## config.mk

```make
export PLATFORM = sky130hd
export DESIGN_NAME = bitorder_param
export DESIGN_NICKNAME = d
export VERILOG_FILES = /design/src/rtl/bitorder_pkg.sv /design/src/rtl/bitorder_drain.sv /design/src/rtl/bitorder_param.sv
export SDC_FILE = /design/constraint.sdc
export NUM_CORES = 1
export LEC_CHECK = 0
export CAP_MARGIN = 20
export CELL_PAD_IN_SITES_DETAIL_PLACEMENT = 0
export CELL_PAD_IN_SITES_GLOBAL_PLACEMENT = 1
export CORE_UTILIZATION = 40
export DETAILED_ROUTE_END_ITERATION = 8
export HOLD_SLACK_MARGIN = 0.08
export PLACE_DENSITY = 0.68
export REMOVE_ABC_BUFFERS = 1
export SYNTH_ARGS = -nofsm -noshare
export SYNTH_HDL_FRONTEND = slang
export SYNTH_SLANG_ARGS = --single-unit
```

## constraint.sdc

```tcl
create_clock -name clk -period 2.3 [get_ports clk]
set_clock_uncertainty 0.15 [all_clocks]
set_input_delay 0.345 -clock clk [delete_from_list [all_inputs] [get_ports clk]]
set_output_delay 0.345 -clock clk [all_outputs]
set_load 0.005 [all_outputs]
```

## src/rtl/bitorder_pkg.sv

```systemverilog
// Shared types and the symbol permutation helper for the bit-order stage.
package bitorder_pkg;

    // Upper bounds for the generic permutation helper; the top refuses larger parameters.
    localparam int MAX_SYM_W  = 8;
    localparam int MAX_WORD_W = 64;
    localparam int SYM_IDX_W  = $clog2(MAX_SYM_W);
    localparam int WORD_IDX_W = $clog2(MAX_WORD_W);

    typedef enum logic [1:0] {
        MODE_BYPASS = 2'd0,
        MODE_SYMREV = 2'd1,
        MODE_BITREV = 2'd2,
        MODE_RSVD   = 2'd3
    } mode_e;

    // Output symbol k of a word of n symbols of sym_w bits. Reserved mode behaves as bypass.
    // Bit-reverse mirrors the whole word, so bit b of symbol k is word bit (n*sym_w-1-k*sym_w-b).
    function automatic logic [MAX_SYM_W-1:0] permute_sym(
        input logic [MAX_WORD_W-1:0] word,
        input int unsigned           sym_w,
        input int unsigned           n,
        input int unsigned           k,
        input mode_e                 mode
    );
        logic [MAX_SYM_W-1:0] sym;
        int unsigned          pos;
        sym = '0;
        for (int unsigned b = 0; b < MAX_SYM_W; b++) begin
            case (mode)
                MODE_SYMREV: pos = (n - 1 - k) * sym_w + b;
                MODE_BITREV: pos = n * sym_w - 1 - k * sym_w - b;
                default:     pos = k * sym_w + b;
            endcase
            if (b < sym_w) begin
                sym[b[SYM_IDX_W-1:0]] = word[pos[WORD_IDX_W-1:0]];
            end
        end
        return sym;
    endfunction

endpackage

```

## src/rtl/bitorder_drain.sv

```systemverilog
// Per-buffer output serialiser: walks the N symbols of one completed word, permuted by the
// mode captured at start, and flags the final symbol of the frame.
module bitorder_drain
    import bitorder_pkg::*;
#(
    parameter int SYM_W  = 2,
    parameter int WORD_W = 8
) (
    input  logic              clk,
    input  logic              rst,
    input  logic              start_i,
    input  mode_e             mode_i,
    input  logic [WORD_W-1:0] word_i,
    input  logic              next_done_i,
    output logic              axiov_o,
    output logic [SYM_W-1:0]  axiod_o,
    output logic              axiol_o
);
    localparam int N     = WORD_W / SYM_W;
    localparam int CNT_W = (N > 1) ? $clog2(N) : 1;

    logic             active_q, active_d;
    logic [CNT_W-1:0] cnt_q, cnt_d;
    mode_e            mode_q, mode_d;
    logic             axiov_q, axiov_d;
    logic [SYM_W-1:0] axiod_q, axiod_d;
    logic             axiol_q, axiol_d;
    logic [MAX_SYM_W-1:0] sym;

    // Emit one symbol per cycle while active; the final symbol is the frame's last unless the
    // next word completes on this very edge (fixed latency makes the two coincide exactly).
    always_comb begin
        // NOTE: every signal written here gets a default first, so no path can infer a latch.
        active_d = active_q;
        cnt_d    = cnt_q;
        mode_d   = mode_q;
        axiov_d  = active_q;
        axiod_d  = axiod_q;
        axiol_d  = 1'b0;
        sym      = permute_sym(MAX_WORD_W'(word_i), SYM_W, N, 32'(cnt_q), mode_q);
        if (active_q) begin
            axiod_d = sym[SYM_W-1:0];
            if (cnt_q == CNT_W'(N - 1)) begin
                axiol_d  = !next_done_i;
                active_d = 1'b0;
                cnt_d    = '0;
            end else begin
                cnt_d = cnt_q + 1'b1;
            end
        end
        if (start_i) begin
            active_d = 1'b1;
            cnt_d    = '0;
            mode_d   = mode_i;
        end
    end

    // State and registered outputs.
    always_ff @(posedge clk) begin
        // NOTE: non-blocking assignments so every flop samples pre-edge values.
        if (rst) begin
            active_q <= 1'b0;
            cnt_q    <= '0;
            mode_q   <= MODE_BYPASS;
            axiov_q  <= 1'b0;
            axiod_q  <= '0;
            axiol_q  <= 1'b0;
        end else begin
            active_q <= active_d;
            cnt_q    <= cnt_d;
            mode_q   <= mode_d;
            axiov_q  <= axiov_d;
            axiod_q  <= axiod_d;
            axiol_q  <= axiol_d;
        end
    end

    assign axiov_o = axiov_q;
    assign axiod_o = axiod_q;
    assign axiol_o = axiol_q;

endmodule

```

## src/rtl/bitorder_param.sv

```systemverilog
// Symbol-to-word collector with ping-pong buffers feeding two drain serialisers. Output
// symbols follow their input symbols by exactly N cycles in every mode.
module bitorder_param
    import bitorder_pkg::*;
#(
    parameter int SYM_W  = 2,
    parameter int WORD_W = 8
) (
    input  logic             clk,
    input  logic             rst,
    input  logic [1:0]       mode,
    input  logic             axiiv,
    input  logic [SYM_W-1:0] axiid,
    output logic             axiov,
    output logic [SYM_W-1:0] axiod,
    output logic             axiol,
    output logic             err_partial
);
    localparam int N     = WORD_W / SYM_W;
    localparam int CNT_W = (N > 1) ? $clog2(N) : 1;

    if ((WORD_W % SYM_W) != 0 || N < 2 || SYM_W > MAX_SYM_W || WORD_W > MAX_WORD_W)
    begin : g_param_check
        $error("bitorder_param: WORD_W must be a multiple of SYM_W with at least 2 symbols");
    end

    logic [CNT_W-1:0]  fill_cnt_q, fill_cnt_d;
    logic              fill_sel_q, fill_sel_d;
    logic              in_frame_q, in_frame_d;
    mode_e             mode_q, mode_d;
    logic [WORD_W-1:0] buf_q [2];
    logic [WORD_W-1:0] buf_d [2];
    logic              err_partial_q, err_partial_d;
    logic              out_sel_q, out_sel_d;
    logic              word_done;
    logic [1:0]        drain_v;
    logic [1:0]        drain_l;
    logic [SYM_W-1:0]  drain_d [2];

    // Fill side: place each symbol into the current buffer, swap buffers on word completion,
    // latch the mode at frame start and drop any partial word when the frame ends.
    always_comb begin
        fill_cnt_d    = fill_cnt_q;
        fill_sel_d    = fill_sel_q;
        mode_d        = mode_q;
        buf_d         = buf_q;
        in_frame_d    = axiiv;
        word_done     = axiiv && (fill_cnt_q == CNT_W'(N - 1));
        err_partial_d = !axiiv && in_frame_q && (fill_cnt_q != '0);
        if (axiiv && !in_frame_q) begin
            mode_d = mode_e'(mode);
        end
        if (axiiv) begin
            buf_d[fill_sel_q][int'(fill_cnt_q) * SYM_W +: SYM_W] = axiid;
            if (word_done) begin
                fill_cnt_d = '0;
                fill_sel_d = !fill_sel_q;
            end else begin
                fill_cnt_d = fill_cnt_q + 1'b1;
            end
        end else begin
            fill_cnt_d = '0;
        end
        // Remember which drain spoke last so axiod holds its value while idle.
        out_sel_d = out_sel_q;
        if (drain_v[1]) begin
            out_sel_d = 1'b1;
        end else if (drain_v[0]) begin
            out_sel_d = 1'b0;
        end
    end

    // Fill-side state registers.
    always_ff @(posedge clk) begin
        if (rst) begin
            fill_cnt_q    <= '0;
            fill_sel_q    <= 1'b0;
            in_frame_q    <= 1'b0;
            mode_q        <= MODE_BYPASS;
            // NOTE: the word buffers are ordinary flops, so they take the reset like the rest of
            // the state; a RAM-style array would be left unreset instead.
            buf_q[0]      <= '0;
            buf_q[1]      <= '0;
            err_partial_q <= 1'b0;
            out_sel_q     <= 1'b0;
        end else begin
            fill_cnt_q    <= fill_cnt_d;
            fill_sel_q    <= fill_sel_d;
            in_frame_q    <= in_frame_d;
            mode_q        <= mode_d;
            buf_q         <= buf_d;
            err_partial_q <= err_partial_d;
            out_sel_q     <= out_sel_d;
        end
    end

    // One serialiser per buffer; a buffer's drain starts on the edge its word completes.
    for (genvar g = 0; g < 2; g++) begin : g_drain
        bitorder_drain #(
            .SYM_W  (SYM_W),
            .WORD_W (WORD_W)
        ) u_drain (
            .clk         (clk),
            .rst         (rst),
            .start_i     (word_done && (fill_sel_q == 1'(g))),
            .mode_i      (mode_q),
            .word_i      (buf_q[g]),
            .next_done_i (word_done),
            .axiov_o     (drain_v[g]),
            .axiod_o     (drain_d[g]),
            .axiol_o     (drain_l[g])
        );
    end

    assign axiov       = |drain_v;
    assign axiol       = |drain_l;
    assign axiod       = drain_v[1] ? drain_d[1] :
                         drain_v[0] ? drain_d[0] :
                         (out_sel_q ? drain_d[1] : drain_d[0]);
    assign err_partial = err_partial_q;

endmodule

```

# Yosys cells after proc, flatten, opt, wreduce, memory -nomap -nowiden
# Cells that the tools add are included.
[op_classes] n_addsub=14 order_cmp=6 eq_ne=7 shifts=2 mux=28 bitwise=7 reduce_logical=21
[op_table] cell="$pmux 6 s2" count=4
[op_table] cell="$neg 3->33" count=1
[op_table] cell="$shift 2x33->8 const A" count=1
[op_table] cell="$shiftx 2x33->8" count=1
[op_table] cell="$lt 6x7->1 const B" count=4
[op_table] cell="$bmux 1 s6" count=4
[op_table] cell="$bwmux 16" count=1
[op_table] cell="$mux 1" count=12
[op_table] cell="$eq 2x2->1 const B" count=5
[op_table] cell="$mux 2" count=5
[op_table] cell="$reduce_or 3->1" count=3
[op_table] cell="$add 3x1->4 const B" count=2
[op_table] cell="$demux 8 s1" count=1
[op_table] cell="$mux 8" count=1
[op_table] cell="$reduce_or 2->1" count=4
[op_table] cell="$sub 3x3->4 const A" count=2
[op_table] cell="$logic_and 1x1->1" count=7
[op_table] cell="$add 2x1->2 const B" count=3
[op_table] cell="$add 6x1->6 const B" count=1
[op_table] cell="$not 1->1" count=6
[op_table] cell="$sub 2x2->3 const A" count=2
[op_table] cell="$sub 6x1->6 const B" count=1
[op_table] cell="$add 4x2->5 const B" count=1
[op_table] cell="$sub 4x2->5 const B" count=1
[op_table] cell="other kinds (7)" count=12
[totals] ff_bits=42 input_bits=7 out_inout_bits=5 word_cells=105

# Longest topological paths before layout
# Gate-level depths: netlist (run 1).
[logic_depth] ltp_word=6 depth_mapped=8 ltp_nobuf=7

# Modules after synthesis
# From an unflattened synthesis (run 1), not the netlist that was laid out.
[hier_totals] hier_cells=245 hier_area_um2=2290.9
[by_module_without_submodules] module="bitorder_drain" instances=2 cells_per_inst=67 area_each_um2=614.3 seq_area_each_um2=180.2
[by_module_without_submodules] module="bitorder_param" instances=1 cells_per_inst=111 area_each_um2=1062.3 seq_area_each_um2=480.5

# Worst setup path before layout (run 1)
# OpenSTA, ideal clock, no wires.
[synth_timing] kind="register to register" start="register g_drain[1].u_drain.mode_q[0]" end="register g_drain[1].u_drain.axiod_q[1]" setup_time_ps=132 arrival_ps=1801 required_ps=2018 slack_ps=216 path_stages_with_launch=9 n_path_buf=1 synth_period_minus_slack_ps=2084 path_cell_list="dfxtp_1 inv_1 ha_1 buf_6 o21bai_4 o21ai_1 mux4_2 nor2_1 nor4_2"
[synth_between] elab_chain_cells=4 elab_cells_between_ends=5 cone_classes="eq/ne: 2; mux: 3"
[synth_lines] item="start, declared" line_no="bitorder_drain.sv:24" rtl="mode_e mode_q, mode_d;"
[synth_lines] item="start signal, assigned" line_no="bitorder_drain.sv:71" rtl="mode_q <= mode_d;"
[synth_lines] item="$eq 2x2->1 or $eq 2x1->1 (tied branches)"
[synth_lines] item="$pmux 6 s2 *" line_no="bitorder_pkg.sv:30" rtl="case (mode)"
[synth_lines] item="$bmux 1 s6 *" line_no="bitorder_pkg.sv:36" rtl="sym[b[SYM_IDX_W-1:0]] = word[pos[WORD_IDX_W-1:0]];"
[synth_lines] item="$mux 1 (implied by the code) *" line_no="bitorder_pkg.sv:36"
[synth_lines] item="end signal, assigned" line_no="bitorder_drain.sv:73" rtl="axiod_q <= axiod_d;"
[synth_lines] item="end, declared" line_no="bitorder_drain.sv:26" rtl="logic [SYM_W-1:0] axiod_q, axiod_d;"
# Mark *: on every way between the ends. The rest lies on a longest branch, timed or not. The select of a mux whose other input is x is not followed.
# A chain may end at the register's enable or synchronous reset.

# Final worst setup path (run 1)
[layout_timing] start="register g_drain[0].u_drain.axiov_q" end="output port axiod[0]"
[layout_between] elab_chain_cells=2
[layout_lines] item="start, declared" line_no="bitorder_drain.sv:25" rtl="logic axiov_q, axiov_d;"
[layout_lines] item="start signal, assigned" line_no="bitorder_drain.sv:72" rtl="axiov_q <= axiov_d;"
[layout_lines] item="$mux 2" line_no="bitorder_param.sv:118" rtl="drain_v[0] ? drain_d[0] :"
[layout_lines] item="$mux 2" line_no="bitorder_param.sv:117" rtl="assign axiod = drain_v[1] ? drain_d[1] :"
[layout_lines] item="end, declared" line_no="bitorder_param.sv:15" rtl="output logic [SYM_W-1:0] axiod,"
# No other way between the ends.

==> results of run 1 <==
-- sequential cells by signal (all words and copies together) (netlist names) --
signal / count
buf_q: 16
g_drain.u_drain.axiod_o: 4
g_drain.u_drain.cnt_q: 4
g_drain.u_drain.mode_q: 4
fill_cnt_q: 2
g_drain.u_drain.active_q: 2
g_drain.u_drain.axiol_o: 2
g_drain.u_drain.axiov_o: 2
mode_q: 2
err_partial: 1
fill_sel_q: 1
in_frame_q: 1
out_sel_q: 1
-- power groups by stage --
stage	registers [mW]	clock network, mW	logic [mW]
floorplan	0.756	0	0.0383
global route	0.742	0.492	0.0923
finish	0.740	0.443	0.0831
global placement	0.758	0	0.0847
CTS	0.741	0.457	0.0846
detailed placement	0.758	0	0.0844
-- cells in the mapped netlist, drive strengths merged --
| cell | instances | share of area [%] |
|---|---|---|
| nor3b | 3 | 1.0 |
| nand2b | 4 | 1.1 |
| nand3b | 1 | 0.34 |
| or3 | 6 | 1.7 |
| and3b | 1 | 0.39 |
| nand3 | 9 | 2.0 |
| nor3 | 12 | 2.7 |
| o21bai | 2 | 1.2 |
| clkbuf | 5 | 0.84 |
| a31oi | 2 | 0.56 |
| o2111ai | 2 | 0.78 |
| inv | 9 | 1.5 |
| ha | 14 | 7.8 |
| nor2b | 7 | 2.0 |
| o21a | 1 | 0.34 |
| nor2 | 25 | 4.2 |
| o2111a | 1 | 0.50 |
| a31o | 2 | 0.78 |
| or2 | 2 | 0.56 |
| mux2 | 6 | 3.2 |
| mux4 | 1 | 1.0 |
| xor2 | 2 | 0.78 |
| nand2 | 30 | 5.0 |
| a41oi | 1 | 0.39 |
| o211ai | 4 | 1.3 |
| nor4 | 1 | 0.56 |
| mux2i | 19 | 8.7 |
| buf | 8 | 2.0 |
| nor4b | 1 | 0.39 |
| o21ba | 1 | 0.73 |
| a21oi | 22 | 4.9 |
| dfxtp | 42 | 38 |
| and3 | 6 | 1.7 |
| a22o | 1 | 0.39 |
| o21ai | 5 | 1.1 |
-- kinds of logic after synthesis --
family                     after synthesis  synth area share, %
buffers and inverters                   22                 4.36
and+or+nand+nor                        108                 23.6
DFF                                     42                 37.6
xor gates and xnor gates                 2                0.783
muxes                                   26                 12.9
adders and majority gates               14                 7.83
AOI/OAI and AO/OA                       44                 13.0
-- worst reg2reg max path: stages (launching register included) --
cell and delay, ns:
dfxtp_1 0.34, inv_1 0.07, ha_1 0.31, o21bai_4 0.21, o21ai_1 0.17, mux4_2 0.51
nor2_1 0.13, nor4_2 0.05
-- stage by stage --
stage                     area (µm²)  total power, mW  setup slack [ns]  cells  util, %
final                           2510             1.27             0.110    339     47.9
after global routing            2510             1.33            0.0347    339     47.9
after CTS                       2510             1.28             0.103    339     47.9
after detailed placement        2430            0.842             0.234    332     46.4
after global placement          2430            0.843             0.263    332     46.4
after floorplan                 2170            0.794             0.224    245        -
-- cells in the final DEF, fill, tap and decap left out, types with 5 or more instances in the layout --
cell type | Yosys | routed
and3_1 | 6 | 6
nor2b_1 | 7 | 7
clkbuf_8 | 0 | 5
nand2_1 | 30 | 30
clkdlybuf4s50_1 | 0 | 11
inv_1 | 9 | 9
a21oi_1 | 22 | 22
dfxtp_1 | 42 | 42
nand3_1 | 9 | 9
nor2_1 | 25 | 25
nor3_1 | 12 | 12
ha_1 | 14 | 14
mux2i_1 | 18 | 18
or3_1 | 6 | 6
buf_4 | 1 | 5
-- routing by layer --
metal,global-route usage [%],routed length [µm],vias to the layer above,part of all wire (%)
met5,0,0,-,0
met4,5.19,27,0,0.59
met3,3.69,112,2,2.4
met2,27.8,2080,20,45
met1,23.3,2400,788,52
li1,-,-,920,-
-- layout make-up --
cell class                      instances  area (µm²)
Sequential cell                        42         841
Inverter                                9        33.8
Multi-Input combinational cell        194        1300
Timing Repair Buffer                   17         168
Clock inverter                          2        10.0
Fill cell                             507        2730
Tap cell                               70        87.6
Clock buffer                            5        68.8
-- path summary, 6_finish.rpt --
kind,start,end,cells after the start
setup reg to reg,g_drain[1].u_drain.mode_q[0],g_drain[1].u_drain.axiod_o[1],7
setup / recovery,g_drain[0].u_drain.axiov_o,axiod[0],4
hold / removal,buf_q[13],buf_q[13],2
hold reg to reg,buf_q[13],buf_q[13],2
==> flow_metrics.tcl, run 1 <==
set metrics [dict create \
    crit_type "register to output port" \
    netlist_area_um2 2240 \
    cts_setup_buffers 0 \
    relSlewSlack_pct 68.5 \
    hp-class "register to register" \
    gp_congestion 0.836 \
    switching_share_pct 23.2 \
    grt_overflow 0 \
    layout-drive-gt1-share_pct 9.67 \
    io_pins 12 \
    status "complete, no violations" \
    htree_levels 2 \
    wl_per_cell_um 13.6 \
    crit_slowest_cell "clkdlybuf4s50_1" \
    ctsHoldBuffers 0 \
    antenna_cells 0 \
    endpoint_kind "output port" \
    yosysSeqAreaShare_pct 37.6 \
    crit_chain "inv_1 > a21oi_1 > mux2_2 > clkdlybuf4s50_1" \
    critPathBufInv 2 \
    critical-path-max-stage-delay_ns 0.45 \
    ir_drop_mv 0.325 \
    tightest_slew_ns 0.472 \
    cts_tree "built" \
    cts.sinks 42 \
    clkPwrFrac_pct 35.0 \
    fin_crit_ns 2.19 \
    die_w_um 76.8 \
    fin_nets 290 \
    drc_errors 0 \
    insertion_delay_ns 0.29 \
    p_comb_share_pct 6.6 \
    maxCapViolCount 0 \
    switching_power_mw 0.293 \
    rsz0062_at_grt "no" \
    r2r_slack_ns 0.24 \
    grtUsageTotal_pct 17.4 \
    crit_fanout 3 \
    drt_pass1_iterations 5 \
    pwr-share-seq_pct 58.4 \
    crit_family "buffers and inverters" \
    ys_warn_count 0 \
    vias 1730 \
    yosys.cell_types.count 44 \
    slew_viol_final 0 \
    intPower_mw 0.973 \
    drt_iter0_markers 92 \
    core_area_um2 5240 \
    cts.reportedPaths.clkPinSlew_ns 0.07 \
    required_ns 1.80 \
    cts_buffers 5 \
    die_area_um2 5900 \
    cts-resized-gates 0 \
    die_h_um 76.8 \
    grt_max_degree 39 \
    ctsLongestPathBuffers 2 \
    start_util_pct 42.7 \
    cp.arrival_ns 1.69 \
    grt_pass1_wl_mm 8.11 \
    place_hpwl_mm 3.55 \
    finalSetupViolCount 0 \
    syn_to_final_growth_pct 12.1 \
    p_per_area_nw_per_um2 505 \
    row_count 26 \
    viasPerCell 5.10 \
    antenna_found_initial 0 \
    avgSynthCellArea_um2 8.68 \
    fmax_mhz 457 \
    cts_root_buffer "clkbuf_8" \
    finalSetupTns_ns 0 \
    drt-total-wl_mm 4.61 \
    ys_ff_latch 42 \
    port_buffers 11 \
    p_leak_nw 0.981 \
    syn_inst 258 \
    period_share_pct 95.2 \
    crit_path_start_kind "register" \
    final_antenna_net_count 0 \
    timing.hold.ws_ns 0.321 \
    final-hold-violation-count 0 \
    grt_pass1_vias 1657 \
]
(Power assumes the default switching activity.)
==> inputs of run 2 (changes only) <==
--- a/config.mk
+++ b/config.mk
@@ -11,7 +11,7 @@
 export CORE_UTILIZATION = 40
 export DETAILED_ROUTE_END_ITERATION = 8
 export HOLD_SLACK_MARGIN = 0.08
-export PLACE_DENSITY = 0.68
+export PLACE_DENSITY_LB_ADDON = 0.1
 export REMOVE_ABC_BUFFERS = 1
 export SYNTH_ARGS = -nofsm -noshare
 export SYNTH_HDL_FRONTEND = slang
==> flow_metrics.tcl, run 2 (same netlist as run 1, synthesis figures left out) <==
set metrics [dict create \
    place_hpwl_mm 3.50 \
    grt_max_degree 39 \
    fin_nets 291 \
    reg2regPathDepth 7 \
    fmax_mhz 460 \
    die_w_um 76.8 \
    io_pins 12 \
    mostFrequentLayoutCells "42 x dfxtp_1, 30 x nand2_1, 25 x nor2_1" \
    die_h_um 76.8 \
    period_share_pct 94.5 \
    cts.sinks 42 \
    drt_pass1_iterations 4 \
    die_area_um2 5900 \
    wl_per_cell_um 13.7 \
    drt_iter0_markers 63 \
    antenna_cells 0 \
    layoutNonFillerInstCount 341 \
    ctsHoldBuffers 0 \
    antenna_found_initial 0 \
    multiInputGateArea_um2 1300 \
    row_count 26 \
    cts_root_buffer "clkbuf_8" \
    largest_register "buf_q" \
    crit_fanout 3 \
    grt_pass1_vias 1638 \
    port_buffers 11 \
    place_inst 333 \
    core_area_um2 5240 \
    cts_tree "built" \
    p_leak_nw 0.991 \
    grt_overflow 0 \
    hp-class "register to register" \
    final-hold-violation-count 0 \
    vias 1788 \
    drc_errors 0 \
    finalSetupViolCount 0 \
    viasPerCell 5.24 \
    final_antenna_net_count 0 \
    utilization_pct 48.4 \
    fin_crit_ns 2.17 \
    drt-total-wl_mm 4.67 \
    gp_congestion 0.861 \
    cts_setup_buffers 0 \
    cts_buffers 5 \
    finalSetupTns_ns 0 \
    regArea_um2 841 \
    p_per_area_nw_per_um2 520 \
    layout.cells.most_common "dfxtp_1" \
    layout-drive-gt1-share_pct 10.3 \
    endpoint_kind "output port" \
    rsz0062_at_grt "no" \
    whs_path_depth 2 \
    tightest_slew_ns 0.447 \
    syn_to_final_growth_pct 13.1 \
    slew_viol_final 0 \
    grt_pass1_wl_mm 7.84 \
    crit_path_start_kind "register" \
    grtUsageTotal_pct 17.2 \
    required_ns 1.80 \
    ir_drop_mv 0.234 \
    cts.reportedPaths.clkPinSlew_ns 0.08 \
    start_util_pct 42.7 \
    cts-resized-gates 0 \
    largest_register_ff_count 16 \
    total_power_mw 1.32 \
    relSlewSlack_pct 69.3 \
    cp.arrival_ns 1.68 \
    ctsLongestPathBuffers 2 \
    maxCapViolCount 0 \
    status "complete, no violations" \
    crit_type "register to output port" \
    fillerInstances 550 \
    insertion_delay_ns 0.29 \
    htree_levels 2 \
]
[run 2: area by class of cell]
cell class	instances	area share [%]
inverter	9	1.33
multi-input combinational	194	51.5
clock inverter	1	0.198
clock buffer	7	3.41
tap	70	3.46
timing repair buffer	18	6.92
sequential	42	33.2
[run 2: path summary, 6_finish.rpt]
| kind | startpoint | to | slack (ns) |
|---|---|---|---|
| worst max-delay path | g_drain[0].u_drain.axiov_o | axiod[0] | 0.13 |
| worst min-delay path | buf_q[12] | buf_q[12] | 0.33 |
| worst max register to register | g_drain[0].u_drain.mode_q[0] | g_drain[0].u_drain.axiod_o[0] | 0.24 |
| worst min register to register | buf_q[12] | buf_q[12] | 0.33 |
[run 2: worst max-delay path, cell delays in order (launching register included)]
cell,delay (ns)
dfxtp_1,0.33
inv_1,0.05
a21oi_2,0.21
mux2_2,0.36
clkdlybuf4s50_1,0.44
[run 2: through the flow]
step,cell area [µm²],hold slack [ns],worst slack [ns]
floorplan,2170,0.264,0.224
global placement,2440,0.313,0.268
detailed placement,2440,0.319,0.243
CTS,2530,0.330,0.00448
global route,2530,0.343,0.00793
finish,2530,0.325,0.125
[run 2: metal layers]
metal	up-vias	part of all wire [%]	track usage, %
met4	0	1.1	5.96
met2	36	46	27.9
met1	822	49	21.9
met5	-	0	0
li1	925	-	-
met3	5	4.0	4.40
[run 2: report_power, final]
| group | internal (mW) | switching, mW | leakage (nW) |
|---|---|---|---|
| Sequential | 0.734 | 0.00595 | 0.339 |
| Clock | 0.242 | 0.249 | 0.0482 |
| Combinational | 0.0372 | 0.0478 | 0.603 |
==> inputs of run 3 (changes only) <==
--- a/config.mk
+++ b/config.mk
@@ -15,4 +15,5 @@
 export REMOVE_ABC_BUFFERS = 1
 export SYNTH_ARGS = -nofsm -noshare
 export SYNTH_HDL_FRONTEND = slang
+export SYNTH_HIERARCHICAL = 1
 export SYNTH_SLANG_ARGS = --single-unit
==> flow_metrics.tcl, run 3 <==
set metrics [dict create \
    status "complete, no violations" \
    yosys.cell_types.count 42 \
    ir_drop_mv 0.271 \
    critPathBufInv 2 \
    required_ns 1.80 \
    crit_fanout 3 \
    ctsLongestPathBuffers 2 \
    antenna_found_initial 0 \
    place_hpwl_mm 3.46 \
    p_per_area_nw_per_um2 548 \
    p_leak_nw 0.963 \
    die_w_um 77.7 \
    layout.cells.most_common "dfxtp_1" \
    ys_ff_latch 42 \
    syn_inst 245 \
    netlist_area_um2 2290 \
    crit_family "buffers and inverters" \
    cts_buffers 5 \
    synth_area_leaders "dfxtp_1 37%, mux2i_1 7.9%, ha_1 7.1%, nor2_1 4.4%, mux2_1 2.9%" \
    antenna_cells 0 \
    finalSetupTns_ns 0 \
    die_h_um 77.7 \
    row_count 27 \
    hp-class "register to register" \
    drt-total-wl_mm 4.56 \
    insertion_delay_ns 0.30 \
    rsz0062_at_grt "no" \
    synth.top_cell.area_share_pct 36.7 \
    grtUsageTotal_pct 16.7 \
    fmax_mhz 460 \
    largest_register_ff_count 16 \
    die_area_um2 6030 \
    ys_warn_count 6 \
    largest_register "buf_q" \
    grt_pass1_wl_mm 7.85 \
    final-hold-violation-count 0 \
    io_pins 12 \
    reg2regPathDepth 7 \
    layout-drive-gt1-share_pct 10.3 \
    r2r_end "g_drain[1].u_drain/axiod_o[1]" \
    core_area_um2 5510 \
    cp.arrival_ns 1.68 \
    avgSynthCellArea_um2 9.35 \
    grt_pass1_vias 1641 \
    crit_chain "inv_1 > a21oi_2 > mux2_1 > clkdlybuf4s50_1" \
    final_antenna_net_count 0 \
    cts.reportedPaths.clkPinSlew_ns 0.08 \
    hold_start "buf_q[0]" \
    hold_path_end "buf_q[0]" \
    endpoint_kind "output port" \
    cts-resized-gates 1 \
    yosysTopAreaCell "dfxtp_1" \
    finalWorstSetupSlack_ns 0.126 \
    yosysMostFrequentCell "dfxtp_1" \
    relSlewSlack_pct 73.1 \
    synthArstFlopShare_pct 0 \
    syn_to_final_growth_pct 11.4 \
    start_util_pct 41.6 \
    finalSetupViolCount 0 \
    viasPerCell 5.17 \
    fin_nets 272 \
    grt_overflow 0 \
    fin_crit_ns 2.17 \
    mostFrequentLayoutCells "42 x dfxtp_1, 27 x nor2_1, 18 x mux2i_1" \
    drt_pass1_iterations 4 \
    crit_type "register to output port" \
    htree_levels 2 \
    tightest_slew_ns 0.403 \
    vias 1679 \
    period_share_pct 94.5 \
    r2r_slack_ns 0.23 \
    dp_slack_ns 0.231 \
    ctsHoldBuffers 0 \
    drt_iter0_markers 43 \
    cts_setup_buffers 0 \
    crit_slowest_cell "clkdlybuf4s50_1" \
    maxCapViolCount 0 \
    cts.sinks 42 \
    yosysSeqAreaShare_pct 36.7 \
    reg2reg_from "g_drain[1].u_drain/mode_q[0]" \
    yosys_most_used_dff "dfxtp_1" \
    slew_viol_final 0 \
    port_buffers 11 \
    crit_path_start_kind "register" \
    gp_congestion 0.801 \
    total_power_mw 1.40 \
    critical-path-max-stage-delay_ns 0.44 \
    timing.hold.ws_ns 0.319 \
    whs_path_depth 2 \
    cts_root_buffer "clkbuf_8" \
    yosys-top-cells-count "42 x dfxtp_1, 27 x nor2_1, 18 x mux2i_1" \
    synth_edf_count 0 \
    cts_tree "built" \
    wl_per_cell_um 14.0 \
    drc_errors 0 \
    grt_max_degree 35 \
]
[run 3: final cells by class]
cell class                 count  area (µm²)
fill                         556        2950
inverter                      13        48.8
timing repair buffer          15         153
sequential                    42         841
clock inverter                 3        40.0
clock buffer                   5        68.8
tap                           72        90.1
multi-input combinational    175        1310
[run 3: routing by layer]
layer,share of wire [%],up-vias,track usage (%)
li1,-,878,-
met5,0,-,0
met4,1.6,0,5.85
met2,45,20,28.1
met1,51,773,20.9
met3,2.5,8,3.53
[run 3: per-stage QoR]
stage / util (%) / cells / area, µm²
floorplan: - / 230 / 2200
global route: 46.4 / 325 / 2550
detailed placement: 44.3 / 317 / 2440
global placement: 44.3 / 317 / 2440
finish: 46.4 / 325 / 2550
CTS: 46.4 / 325 / 2550
[run 3: power breakdown]
part / internal, mW / switching [mW]
clock: 0.320 / 0.258
combinational: 0.0375 / 0.0429
sequential: 0.734 / 0.00768
total: 1.09 / 0.309
[run 3: cell families after synthesis]
family / after synthesis / synth area share (%)
adder cells (fa/ha/maj): 13 / 7.10
multiplexers: 28 / 13.8
flip-flops: 42 / 36.7
AND/OR/NAND/NOR: 92 / 22.0
buffers and inverters: 28 / 6.23
XOR/XNOR: 3 / 1.15
AO/OA/AOI/OAI: 39 / 13.1
[run 3: how the worst max path moves through the flow]
stage	end	slack [ns]	cells past startpoint	start
2_1_floorplan	g_drain[0].u_drain/axiod_o[1]	0.37	7	g_drain[0].u_drain/mode_q[0]
3_3_place_gp	g_drain[0].u_drain/axiod_o[1]	0.29	7	g_drain[0].u_drain/mode_q[0]
3_5_place_dp	g_drain[1].u_drain/axiod_o[1]	0.23	7	g_drain[1].u_drain/mode_q[0]
4_1_cts	axiod[1]	0.09	4	g_drain[0].u_drain/axiov_o
5_1_grt	axiod[1]	0.007	4	g_drain[0].u_drain/axiov_o
6_report	axiod[1]	0.13	4	g_drain[0].u_drain/axiov_o
[run 3: worst reg2reg max path: stages (launching register included)]
cell	delay, ns
dfxtp_1	0.36
inv_1	0.07
ha_1	0.45
o21bai_4	0.19
mux2_1	0.34
o211ai_2	0.13
o2111ai_1	0.12
o211a_1	0.15
